<file path="src/rtl/datapath_controller.sv">
// datapath_controller: sequences a nibble-matching datapath. Each job loads
// the cypher, then for NUM_KEYS compared nibbles scans all four cypher
// nibbles, accumulating the compared value into sum on every match, and
// finally writes sum_out and pulses done.
module datapath_controller #(
  parameter int NUM_KEYS = 1
) (
  input  logic clock,
  input  logic reset_n,
  input  logic start,
  input  logic compared_valid,
  output logic compared_ready,
  input  logic stop,
  input  logic equal,
  output logic sl_sum,
  output logic sl_index,
  output logic wr_cypher,
  output logic wr_compared,
  output logic wr_sum,
  output logic wr_index,
  output logic wr_sum_out,
  output logic busy,
  output logic done
);

  typedef enum logic [2:0] {
    IDLE,
    LOAD,
    WAIT_KEY,
    SCAN,
    WRITE,
    DONE
  } state_t;

  localparam logic [1:0] LAST_KEY = 2'(NUM_KEYS - 1);

  state_t     state;
  state_t     state_next;
  logic [1:0] key_count;
  logic [1:0] key_count_next;

  // State and key counter registers; reset abandons any job in flight.
  always_ff @(posedge clock or negedge reset_n) begin
    if (!reset_n) begin
      state     <= IDLE;
      key_count <= 2'd0;
    end else begin
      state     <= state_next;
      key_count <= key_count_next;
    end
  end

  // Next-state logic and datapath strobes; SCAN strobes are Mealy on stop/equal.
  always_comb begin
    state_next     = state;
    key_count_next = key_count;
    compared_ready = 1'b0;
    sl_sum         = 1'b0;
    sl_index       = 1'b0;
    wr_cypher      = 1'b0;
    wr_compared    = 1'b0;
    wr_sum         = 1'b0;
    wr_index       = 1'b0;
    wr_sum_out     = 1'b0;
    done           = 1'b0;
    busy           = (state != IDLE);
    case (state)
      IDLE: begin
        if (start) state_next = LOAD;
      end
      LOAD: begin
        wr_cypher      = 1'b1;
        wr_sum         = 1'b1;
        wr_index       = 1'b1;
        key_count_next = 2'd0;
        state_next     = WAIT_KEY;
      end
      WAIT_KEY: begin
        compared_ready = 1'b1;
        if (compared_valid) begin
          wr_compared = 1'b1;
          wr_index    = 1'b1;
          state_next  = SCAN;
        end
      end
      SCAN: begin
        if (!stop) begin
          wr_index = 1'b1;
          sl_index = 1'b1;
          sl_sum   = 1'b1;
          wr_sum   = equal;
        end else if (key_count == LAST_KEY) begin
          state_next = WRITE;
        end else begin
          key_count_next = key_count + 2'd1;
          state_next     = WAIT_KEY;
        end
      end
      WRITE: begin
        wr_sum_out = 1'b1;
        state_next = DONE;
      end
      DONE: begin
        done       = 1'b1;
        state_next = IDLE;
      end
      default: begin
        state_next = IDLE;
      end
    endcase
  end

endmodule

</file>
<file path="config.mk">
export PLATFORM = sky130hd
export DESIGN_NAME = datapath_controller
export DESIGN_NICKNAME = d
export VERILOG_FILES = /design/src/rtl/datapath_controller.sv
export SDC_FILE = /design/constraint.sdc
export NUM_CORES = 1
export LEC_CHECK = 0
export BUFFER_PORTS_ARGS = -buffer_cell sky130_fd_sc_hd__buf_2
export CAP_MARGIN = 10
export CORE_AREA = 2 2 39 41
export CTS_BUF_LIST = sky130_fd_sc_hd__clkbuf_2
export DETAILED_ROUTE_END_ITERATION = 8
export DIE_AREA = 0 0 41 43
export GPL_ROUTABILITY_DRIVEN = 0
export SLEW_MARGIN = 20
export SYNTH_ARGS = -nofsm -noshare
export SYNTH_HDL_FRONTEND = slang
export SYNTH_SLANG_ARGS = --single-unit
</file>
<file path="constraint.sdc">
create_clock -name clock -period 2.5 [get_ports clock]
set_input_delay 0.25 -clock clock [delete_from_list [all_inputs] [get_ports clock]]
set_output_delay 0.25 -clock clock [all_outputs]
set_load 0.05 [all_outputs]
</file>
Word level (Yosys, flattened, before mapping)
Cells that the tools add are included.
Storage, ports and cells
  flip-flop bits (word level): 5
  latch bits: 0
  RAM bits: 0
  ROM bits: 0
  bits of input ports: 6
  logic and storage cells: 37
  memories kept: 0
Operators by class
  $add $sub $neg: 1
  $mul: 0
  div/mod/pow operators: 0
  order comparisons: 0
  equal/unequal tests: 9
  shift operators: 0
  muxes and demuxes: 19
  bitwise gates (word level): 0
  reductions and logical operators: 6
Operator list (number)
  $pmux 3 s5: 1
  $mux 3: 4
  $mux 1: 9
  $ne 2x2->1 const B: 4
  $eq 3x2->1 const B: 2
  $eq 3x3->1 const B: 2
  $reduce_and 3->1: 2
  $mux 2: 2
  $pmux 2 s2: 1
  $eq 3x1->1 const B: 1
  $logic_not 3->1: 1
  $pmux 1 s3: 1
  $reduce_bool 3->1: 1
  $add 2x1->2 const B: 1
  $logic_not 2->1: 1
  $pmux 1 s2: 1
  $reduce_bool 2->1: 1

Logic depth before layout (Yosys ltp)
Gate-level depths: netlist of run 1.
  depth in word-level cells: 4
  mapped depth: 5

Least setup slack after synthesis of run 1
OpenSTA, ideal clock, no wires.
  kind: register to output
  start: reg state[1]
  end: out sl_sum
  arrival: 2.089 ns
  path slack: 0.161 ns
  cell stages (with the launch flop): 5
  buffers on the path: 2
  cell sequence: dfrtp_1 > buf_2 > inv_1 > nor3_1 > buf_4
On the way
  cells in the longest elaborated chain, start to end: 2
Ends and longest elaborated chain
  from (decl): RTL line 37  | state_t state;
  from (signal assigned): RTL line 48  | state <= state_next;
  $eq 3x2->1
  $mux 1
  to (decl): RTL line 15  | output logic sl_sum,
Every way passes these cells.

Worst setup path in the final report of run 1
  start: reg state[1]
  end: out sl_sum
On the way
  cells in the longest elaborated chain, start to end: 2
Ends and longest elaborated chain
  $eq 3x2->1: RTL line 67  | case (state)
  $mux 1: RTL line 67
Every way passes these cells.

==> results of run 1 <==
-- report_power, final --
part	leakage, nW	switching, mW	total [mW]	internal (mW)
Clock	0.0166	0.0317	0.0740	0.0423
Combinational	0.181	0.297	0.427	0.130
Sequential	0.0595	0.0504	0.164	0.113
Total	0.257	0.379	0.665	0.286
-- critical path, cell delays in order (launching register included) --
cell and delay, ns:
dfrtp_1 0.52, inv_1 0.17, nor3_1 0.25, buf_2 0.30
-- worst paths after layout --
path / slack (ns) / cells past startpoint / from / endpoint
worst max register to register: 1.19 / 5 / key_count[1] / key_count[1]
worst min register to register: 0.55 / 2 / key_count[1] / key_count[1]
worst min-delay path: 0.26 / 3 / start / state[0]
worst max-delay path: 0.79 / 3 / state[1] / sl_sum
min in group asynchronous: 0.37 / 2 / reset_n / state[2]
max in group asynchronous: 2.00 / 2 / reset_n / key_count[0]
-- registers in the layout, summed over array words and instances, names as in the netlist --
name / flops
key_count: 2
state: 3
-- per-stage QoR --
stage          instances  total power [mW]
2_1_floorplan         45             0.526
3_3_place_gp          73             0.588
3_5_place_dp          73             0.592
4_1_cts               78             0.672
5_1_grt               78             0.720
6_report              78             0.665
-- cell families after synthesis --
family          Yosys count  synth area share
fa+ha+maj                 1            0.0334
compound gates            9             0.164
simple gates             23             0.375
buf+inv                   7            0.0936
flops                     5             0.334
-- cell usage in the layout, fill, tap and decap left out --
cell type      Yosys  layout
a21oi_1            3       3
a22oi_1            1       1
and2_2             1       1
and2b_2            1       1
and3_2             1       1
buf_2              1      15
clkbuf_2           0       4
dfrtp_1            5       5
dlygate4sd3_1      0       1
ha_1               1       1
inv_1              4       4
nand2_1            2       2
nand2b_1           2       2
nand2b_2           1       1
nand2b_4           1       1
nand3_1            2       2
nor2_1             6       6
nor2b_1            2       2
nor3_1             2       2
o211ai_2           1       1
o21ai_0            2       2
o21bai_1           1       1
o32ai_1            1       1
or3_2              1       1
or3_4              1       1
-- per-layer routing --
layer,up-vias,wire (um),track usage
met5,-,0,0
met4,0,10,0.120
met3,2,49,0.0209
met2,8,355,0.150
met1,162,384,0.148
li1,187,-,-
-- final cells by class --
cell class,count,area [um2]
Clock buffer,4,20.0
Fill cell,161,905
Inverter,4,15.0
Multi-Input combinational cell,33,214
Sequential cell,5,125
Tap cell,16,20.0
Timing Repair Buffer,16,85.1
-- what timing repair did --
item / 4_1_cts / 5_1_grt
endpoints found under the hold margin: 5 / 0
gates resized for setup: 0 / 0
hold buffers: 1 / 0
==> flow_metrics.env, run 1 <==
export IMPL_path_class="reg -> out"
export IMPL_synth_top_area_share=0.334
export IMPL_yosysWarningCount=0
export IMPL_antenna_found_initial=0
export IMPL_cts_reportedPaths_clkPinSlew_ns=0.06
export IMPL_drt_pass1_iterations=2
export IMPL_grt_pass1_wl_um=1350
export IMPL_fp_coreArea_um2=1380
export IMPL_start_util=0.270
export IMPL_cts_sinks=5
export IMPL_hold_viol=0
export IMPL_cts_setup_buffers=0
export IMPL_power_density_nw_per_um2=1390
export IMPL_synth_common_cells="nor2_1 (6), dfrtp_1 (5), inv_1 (4), a21oi_1 (3)"
export IMPL_synthesis_area_um2=374
export IMPL_dieArea_um2=1760
export IMPL_yosysSeqAreaShare=0.334
export IMPL_layout_setup_ws_ns=0.790
export IMPL_drc_errors=0
export IMPL_max_freq_mhz=585
export IMPL_syn2layout_area_growth_pct=28.1
export IMPL_vias=359
export IMPL_diodes=0
export IMPL_period_share=0.684
export IMPL_period_minus_slack_ns=1.71
export IMPL_yosysMostFrequentCell="nor2_1"
export IMPL_post_drt_wl_per_cell_um=10.2
export IMPL_p_leak_nw=0.257
export IMPL_maxCapViolCount=0
export IMPL_core_rowCount=14
export IMPL_synth_area_top_cells="dfrtp_1 (33%), nor2_1 (6.0%), a21oi_1 (4.0%)"
export IMPL_async_flop_share=1.00
export IMPL_drive_above_1_share=0.435
export IMPL_drt_iter0_drc=2
export IMPL_clkLatencyLatePin_ns=0.21
export IMPL_pre_cts_ws_ns=1.02
export IMPL_cts_tree="built"
export IMPL_worst_slew_pin_slew_ns=0.330
export IMPL_syn_instance_count=45
export IMPL_final_max_slew_violation_count=0
export IMPL_fin_tns_setup_ns=0
export IMPL_peakVddDrop_mv=0.454
export IMPL_root_buffer="clkbuf_2"
export IMPL_syn_avg_cell_area_um2=8.31
export IMPL_hold_ws_ns=0.262
export IMPL_finalNetCount=70
export IMPL_io_buffers=15
export IMPL_synth_top_flop_cell="dfrtp_1"
export IMPL_skew_ns=0.00501
export IMPL_relSlewSlack=0.780
export IMPL_worstPathMaxFanout=10
export IMPL_end_kind="output pin"
export IMPL_critPathLaunchType="flop"
export IMPL_grt_start_max_net_pins=11
export IMPL_grt_pass1_vias=333
export IMPL_ios=16
export IMPL_ant_nets=0
export IMPL_grt_setup_unrepaired="no"
export IMPL_grt_overflow_total=0
export IMPL_dpl_hpwl_um=628
export IMPL_post_synth_top_area_cell="dfrtp_1"
export IMPL_arrival_ns=1.46
export IMPL_setup_viol=0
export IMPL_synth_nets=52
export IMPL_grtUsageTotal=0.117
export IMPL_synth_edf_count=0
export IMPL_vias_per_cell=4.60
export IMPL_utilization=0.346
export IMPL_min_path_type="in -> reg"
export IMPL_drt_total_wl_um=799
export IMPL_outcome="finished, final reports clean"
export IMPL_required_ns=2.25
export IMPL_ys_ff_latch=5
export IMPL_synth_cell_types=24
export IMPL_clock_path_buffers=2
export IMPL_fp_dieW_um=41
export IMPL_cts_buffers=3
export IMPL_stdcell_area_um2=479
export IMPL_die_h_um=43
export IMPL_placed_cell_area_um2=449
export IMPL_h_tree_depth=1
Power figures use the tool's default switching activity.
==> inputs of run 2 (changes only) <==
ABC_AREA = 1   (was not set)
clock period = 1.6 ns   (was 2.5 ns; I/O delays follow)
==> run 2 against run 1 <==
Effect of this change:
- via count increased by 16%
- routed wire length decreased by 2.8%
- sequential share of layout area decreased by 2.1 points
- synthesized cell count increased by 22%
- die area unchanged
- final area increased by 11%
- non-clock buffer count increased by 3
- first-iteration DRC count increased by 100%
- register-to-register slack got worse by 0.74 ns
- hold slack improved by 0.021 ns
- cell count increased by 18%
==> flow_metrics.env, run 2 <==
export IMPL_fin_tns_setup_ns=0
export IMPL_max_freq_mhz=665
export IMPL_drive_above_1_share=0.395
export IMPL_drc_errors=0
export IMPL_synth_top_area_share=0.340
export IMPL_ant_nets=0
export IMPL_synth_edf_count=0
export IMPL_relSlewSlack=0.770
export IMPL_arrival_ns=1.34
export IMPL_start_util=0.266
export IMPL_setup_viol=0
export IMPL_dpl_hpwl_um=640
export IMPL_fp_coreArea_um2=1380
export IMPL_syn_instance_count=55
export IMPL_yosysWarningCount=0
export IMPL_synthesis_area_um2=368
export IMPL_clkLatencyLatePin_ns=0.22
export IMPL_path_class="reg -> out"
export IMPL_core_rowCount=14
export IMPL_reg_top3="state: 3 flops, key_count: 2 flops"
export IMPL_clock_path_buffers=2
export IMPL_post_drt_wl_per_cell_um=8.45
export IMPL_slowest_delay_ns=0.50
export IMPL_yosysSeqAreaShare=0.340
export IMPL_crit_path_start="state[2]"
export IMPL_post_synth_top_area_cell="dfrtp_1"
export IMPL_critPathLaunchType="flop"
export IMPL_vias_per_cell=4.51
export IMPL_r2r_start="key_count[0]"
export IMPL_critical_path_cell_chain="inv_1, nor2_2, buf_2"
export IMPL_ios=16
export IMPL_h_tree_depth=1
export IMPL_worstPathMaxFanout=6
export IMPL_io_buffers=15
export IMPL_vias=415
export IMPL_cts_tree="built"
export IMPL_outcome="finished, final reports clean"
export IMPL_cp_slowest_cell="dfrtp_1"
export IMPL_cts_reportedPaths_clkPinSlew_ns=0.06
export IMPL_synth_nets=62
export IMPL_drt_iter0_drc=4
export IMPL_largest_reg_flops=3
export IMPL_synth_cell_types=16
export IMPL_yosysMostFrequentCell="inv_1"
export IMPL_drt_total_wl_um=777
export IMPL_dieArea_um2=1760
export IMPL_grt_pass1_vias=360
export IMPL_grt_pass1_wl_um=1280
export IMPL_min_path_type="in -> async"
export IMPL_syn_avg_cell_area_um2=6.69
export IMPL_worst_slew_pin_slew_ns=0.343
export IMPL_end_kind="output pin"
export IMPL_async_flop_share=1.00
export IMPL_synth_area_top_cells="dfrtp_1 (34%), inv_1 (13%), nand2_1 (10%)"
export IMPL_hold_ws_ns=0.283
export IMPL_required_ns=1.44
export IMPL_period_share=0.940
export IMPL_fp_dieW_um=41
export IMPL_cts_buffers=3
export IMPL_drt_pass1_iterations=4
export IMPL_ys_ff_latch=5
export IMPL_finalNetCount=84
export IMPL_dp_cells=85
export IMPL_nFillCells=165
export IMPL_period_minus_slack_ns=1.50
export IMPL_synth_common_cells="inv_1 (13), nand2_1 (10), dfrtp_1 (5), nor2_1 (5), nand3_1 (4)"
export IMPL_final_cell_mix="inv_1 (13), buf_2 (13), nand2_1 (10)"
export IMPL_cts_sinks=5
export IMPL_skew_ns=0.00708
export IMPL_endpoint="wr_sum_out"
export IMPL_die_h_um=43
export IMPL_antenna_found_initial=0
export IMPL_root_buffer="clkbuf_2"
export IMPL_reg2reg_depth=6
export IMPL_final_max_slew_violation_count=0
export IMPL_syn2layout_area_growth_pct=44.2
export IMPL_synth_top_flop_cell="dfrtp_1"
export IMPL_grt_start_max_net_pins=8
export IMPL_r2r_end="key_count[1]"
export IMPL_stdcell_count=92
export IMPL_top_register="state"
export IMPL_reg2reg_slack_ns=0.45
export IMPL_grtUsageTotal=0.113
export IMPL_hold_viol=0
export IMPL_diodes=0
export IMPL_grt_overflow_total=0
export IMPL_maxCapViolCount=0
run 2: final cells by class:
type                       count  area (um2)  area share
multi-input combinational     35         198       0.373
sequential                     5         128       0.241
timing repair buffer          19         116       0.219
clock buffer                   4        20.0      0.0377
inverter                      13        48.8      0.0920
tap                           16        20.0      0.0377
run 2: stage by stage:
step	setup WS, ns	area (um2)	util
finish	0.0964	531	0.383
global route	-0.00641	531	0.383
CTS	0.0215	508	0.367
detailed placement	0.201	474	0.343
global placement	0.219	474	0.343
floorplan	-0.167	387	-
run 2: worst min-delay path by stage:
stage	from	end	slack [ns]	cells past startpoint
floorplan	reset_n	key_count[0]	-0.14	0
global placement	reset_n	key_count[0]	-0.03	1
detailed placement	reset_n	key_count[1]	-0.02	1
CTS	reset_n	state[2]	0.26	2
global route	reset_n	state[2]	0.30	2
finish	reset_n	state[2]	0.28	2
run 2: per-layer routing:
metal	up-vias	GRT usage	wire (um)
met5	-	0	0
met4	0	0.120	29
met3	4	0.0157	49
met2	15	0.175	368
met1	185	0.116	330
li1	211	-	-
run 2: logic make-up (layout without fill, tap and decap cells):
group / count (synthesis) / in the layout / synth area share
AO/OA/AOI/OAI: 7 / 7 / 0.102
adder cells (fa/ha/maj): 1 / 1 / 0.0340
buffers and inverters: 15 / 36 / 0.173
flip-flops: 5 / 5 / 0.340
AND/OR/NAND/NOR: 27 / 27 / 0.350
run 2: worst max-delay path: cells and delay by family (launching register included):
family / cells / cell delay [ns]
AND/OR/NAND/NOR: 1 / 0.17
buffers and inverters: 2 / 0.46
flip-flops: 1 / 0.50
run 2: what timing repair did:
item / 4_1_cts / 5_1_grt
resized for setup: 2 / 3
setup endpoints to repair: 1 / 5
gates cloned: 0 / 0
setup buffers: 0 / 2
hold buffers: 1 / 0
endpoints found under the hold margin: 5 / 0
pin swaps: 0 / 1
Power of run 2 is not shown: default switching activity piles up to over one toggle a cycle in this logic, so the estimate is an artifact.
==> inputs of run 3 (changes only) <==
==> constraint.sdc (replaced) <==
create_clock -name clock -period 1.6 [get_ports clock]
set_input_delay 0.24 -clock clock [delete_from_list [all_inputs] [get_ports clock]]
set_output_delay 0.24 -clock clock [all_outputs]
set_load 0.05 [all_outputs]
==> run 3 against run 2 <==
Effect of this change:
- first-iteration DRC count rose to 2.5 times the previous value
- die area unchanged
- core utilization is 1.6 points higher
- clock skew fell by 0.0067 ns
- largest cell class unchanged
==> flow_metrics.env, run 3 (synthesis results as in run 2) <==
export IMPL_crit_path_start="state[1]"
export IMPL_slowest_delay_ns=0.41
export IMPL_min_path_type="in -> async"
export IMPL_cts_reportedPaths_clkPinSlew_ns=0.05
export IMPL_path_depth=5
export IMPL_critPathLaunchType="flop"
export IMPL_max_freq_mhz=661
export IMPL_period_minus_slack_ns=1.51
export IMPL_critical_path_cell_chain="buf_4, nor2_4, inv_1, nor2_2, buf_6"
export IMPL_wl_met1_um=391
export IMPL_die_h_um=43
export IMPL_setup_viol=0
export IMPL_reg2reg_depth=6
export IMPL_dpl_hpwl_um=664
export IMPL_dieArea_um2=1760
export IMPL_grt_start_max_net_pins=7
export IMPL_final_cell_mix="inv_1 (11), buf_2 (11), nand2_1 (9)"
export IMPL_layout_setup_ws_ns=0.0877
export IMPL_drive_above_1_share=0.447
export IMPL_cpLargestDelayFamily="buffers and inverters"
export IMPL_met2_length_um=341
export IMPL_arrival_ns=1.27
export IMPL_vias_per_cell=4.16
export IMPL_r2r_end="key_count[0]"
export IMPL_end_kind="output pin"
export IMPL_drt_total_wl_um=797
export IMPL_drt_iter0_drc=10
export IMPL_cp_slowest_cell="dfrtp_1"
export IMPL_routed_top_layer="met4"
export IMPL_skew_ns=0.000424
export IMPL_grt_setup_unrepaired="yes"
export IMPL_io_buffers=15
export IMPL_start_util=0.266
export IMPL_clkLatencyLatePin_ns=0.20
export IMPL_drt_pass1_iterations=4
export IMPL_reg_top3="state: 3 flops, key_count: 2 flops"
export IMPL_period_share=0.945
export IMPL_ant_nets=0
export IMPL_root_buffer="clkbuf_2"
export IMPL_hold_viol=0
export IMPL_cts_tree="built"
export IMPL_reg2reg_slack_ns=0.45
export IMPL_clock_path_buffers=2
export IMPL_vias=383
export IMPL_maxCapViolCount=0
export IMPL_relSlewSlack=0.767
export IMPL_cts_buffers=3
export IMPL_worst_slew_pin_slew_ns=0.348
export IMPL_largest_reg_flops=3
export IMPL_r2r_start="key_count[0]"
export IMPL_drc_errors=0
export IMPL_fp_dieW_um=41
export IMPL_core_rowCount=14
export IMPL_cts_sinks=5
export IMPL_fp_coreArea_um2=1380
export IMPL_wl_met3_um=54
export IMPL_post_drt_wl_per_cell_um=8.66
export IMPL_cts_setup_buffers=0
export IMPL_path_class="reg -> out"
export IMPL_pre_cts_ws_ns=0.146
export IMPL_grtUsageTotal=0.102
export IMPL_endpoint="wr_sum_out"
export IMPL_final_max_slew_violation_count=0
export IMPL_worstPathMaxFanout=6
export IMPL_syn2layout_area_growth_pct=50.3
export IMPL_ios=16
export IMPL_seqCellArea_um2=128
export IMPL_required_ns=1.36
export IMPL_finalNetCount=84
export IMPL_grt_pass1_vias=319
export IMPL_nFillCells=154
export IMPL_h_tree_depth=1
export IMPL_outcome="finished, final reports clean"
export IMPL_diodes=0
export IMPL_multi_input_area_um2=208
export IMPL_critPathBufInv=3
export IMPL_antenna_found_initial=0
export IMPL_top_register="state"
export IMPL_grt_overflow_total=0
export IMPL_grt_pass1_wl_um=1190
-- run 3: worst min path at each step --
stage | startpoint | to | cells after the start
after global placement | reset_n | state[0] | 1
after detailed placement | reset_n | state[0] | 1
final | reset_n | key_count[1] | 2
after CTS | reset_n | state[0] | 2
after global routing | reset_n | state[0] | 2
after floorplan | reset_n | key_count[0] | 0
-- run 3: repair_timing --
item | CTS | global route
endpoints found under the setup margin | 2 | 8
gates cloned | 0 | 0
hold buffers | 1 | 0
resized for setup | 4 | 7
endpoints found under the hold margin | 5 | 0
-- run 3: layout make-up --
| class | instances | area share |
|---|---|---|
| Multi-Input combinational cell | 35 | 0.376 |
| Sequential cell | 5 | 0.231 |
| Timing Repair Buffer | 19 | 0.226 |
| Inverter | 13 | 0.0950 |
| Clock buffer | 4 | 0.0362 |
| Tap cell | 16 | 0.0362 |
-- run 3: metal layers --
layer  track usage  vias to the layer above
met5             0                        -
met4        0.0800                        0
met3        0.0157                        2
met2         0.141                       14
met1         0.135                      153
li1              -                      214
-- run 3: per-stage QoR --
stage	utilization	instances	area (um2)	hold slack, ns	setup TNS (ns)
after floorplan	-	55	397	-0.0556	-0.364
after global placement	0.358	87	495	0.0544	0
after detailed placement	0.358	87	495	0.0554	0
after CTS	0.388	92	537	0.356	0
after global routing	0.400	92	553	0.354	-0.0558
final	0.400	92	553	0.372	0
Power of run 3 is left out for the same reason.
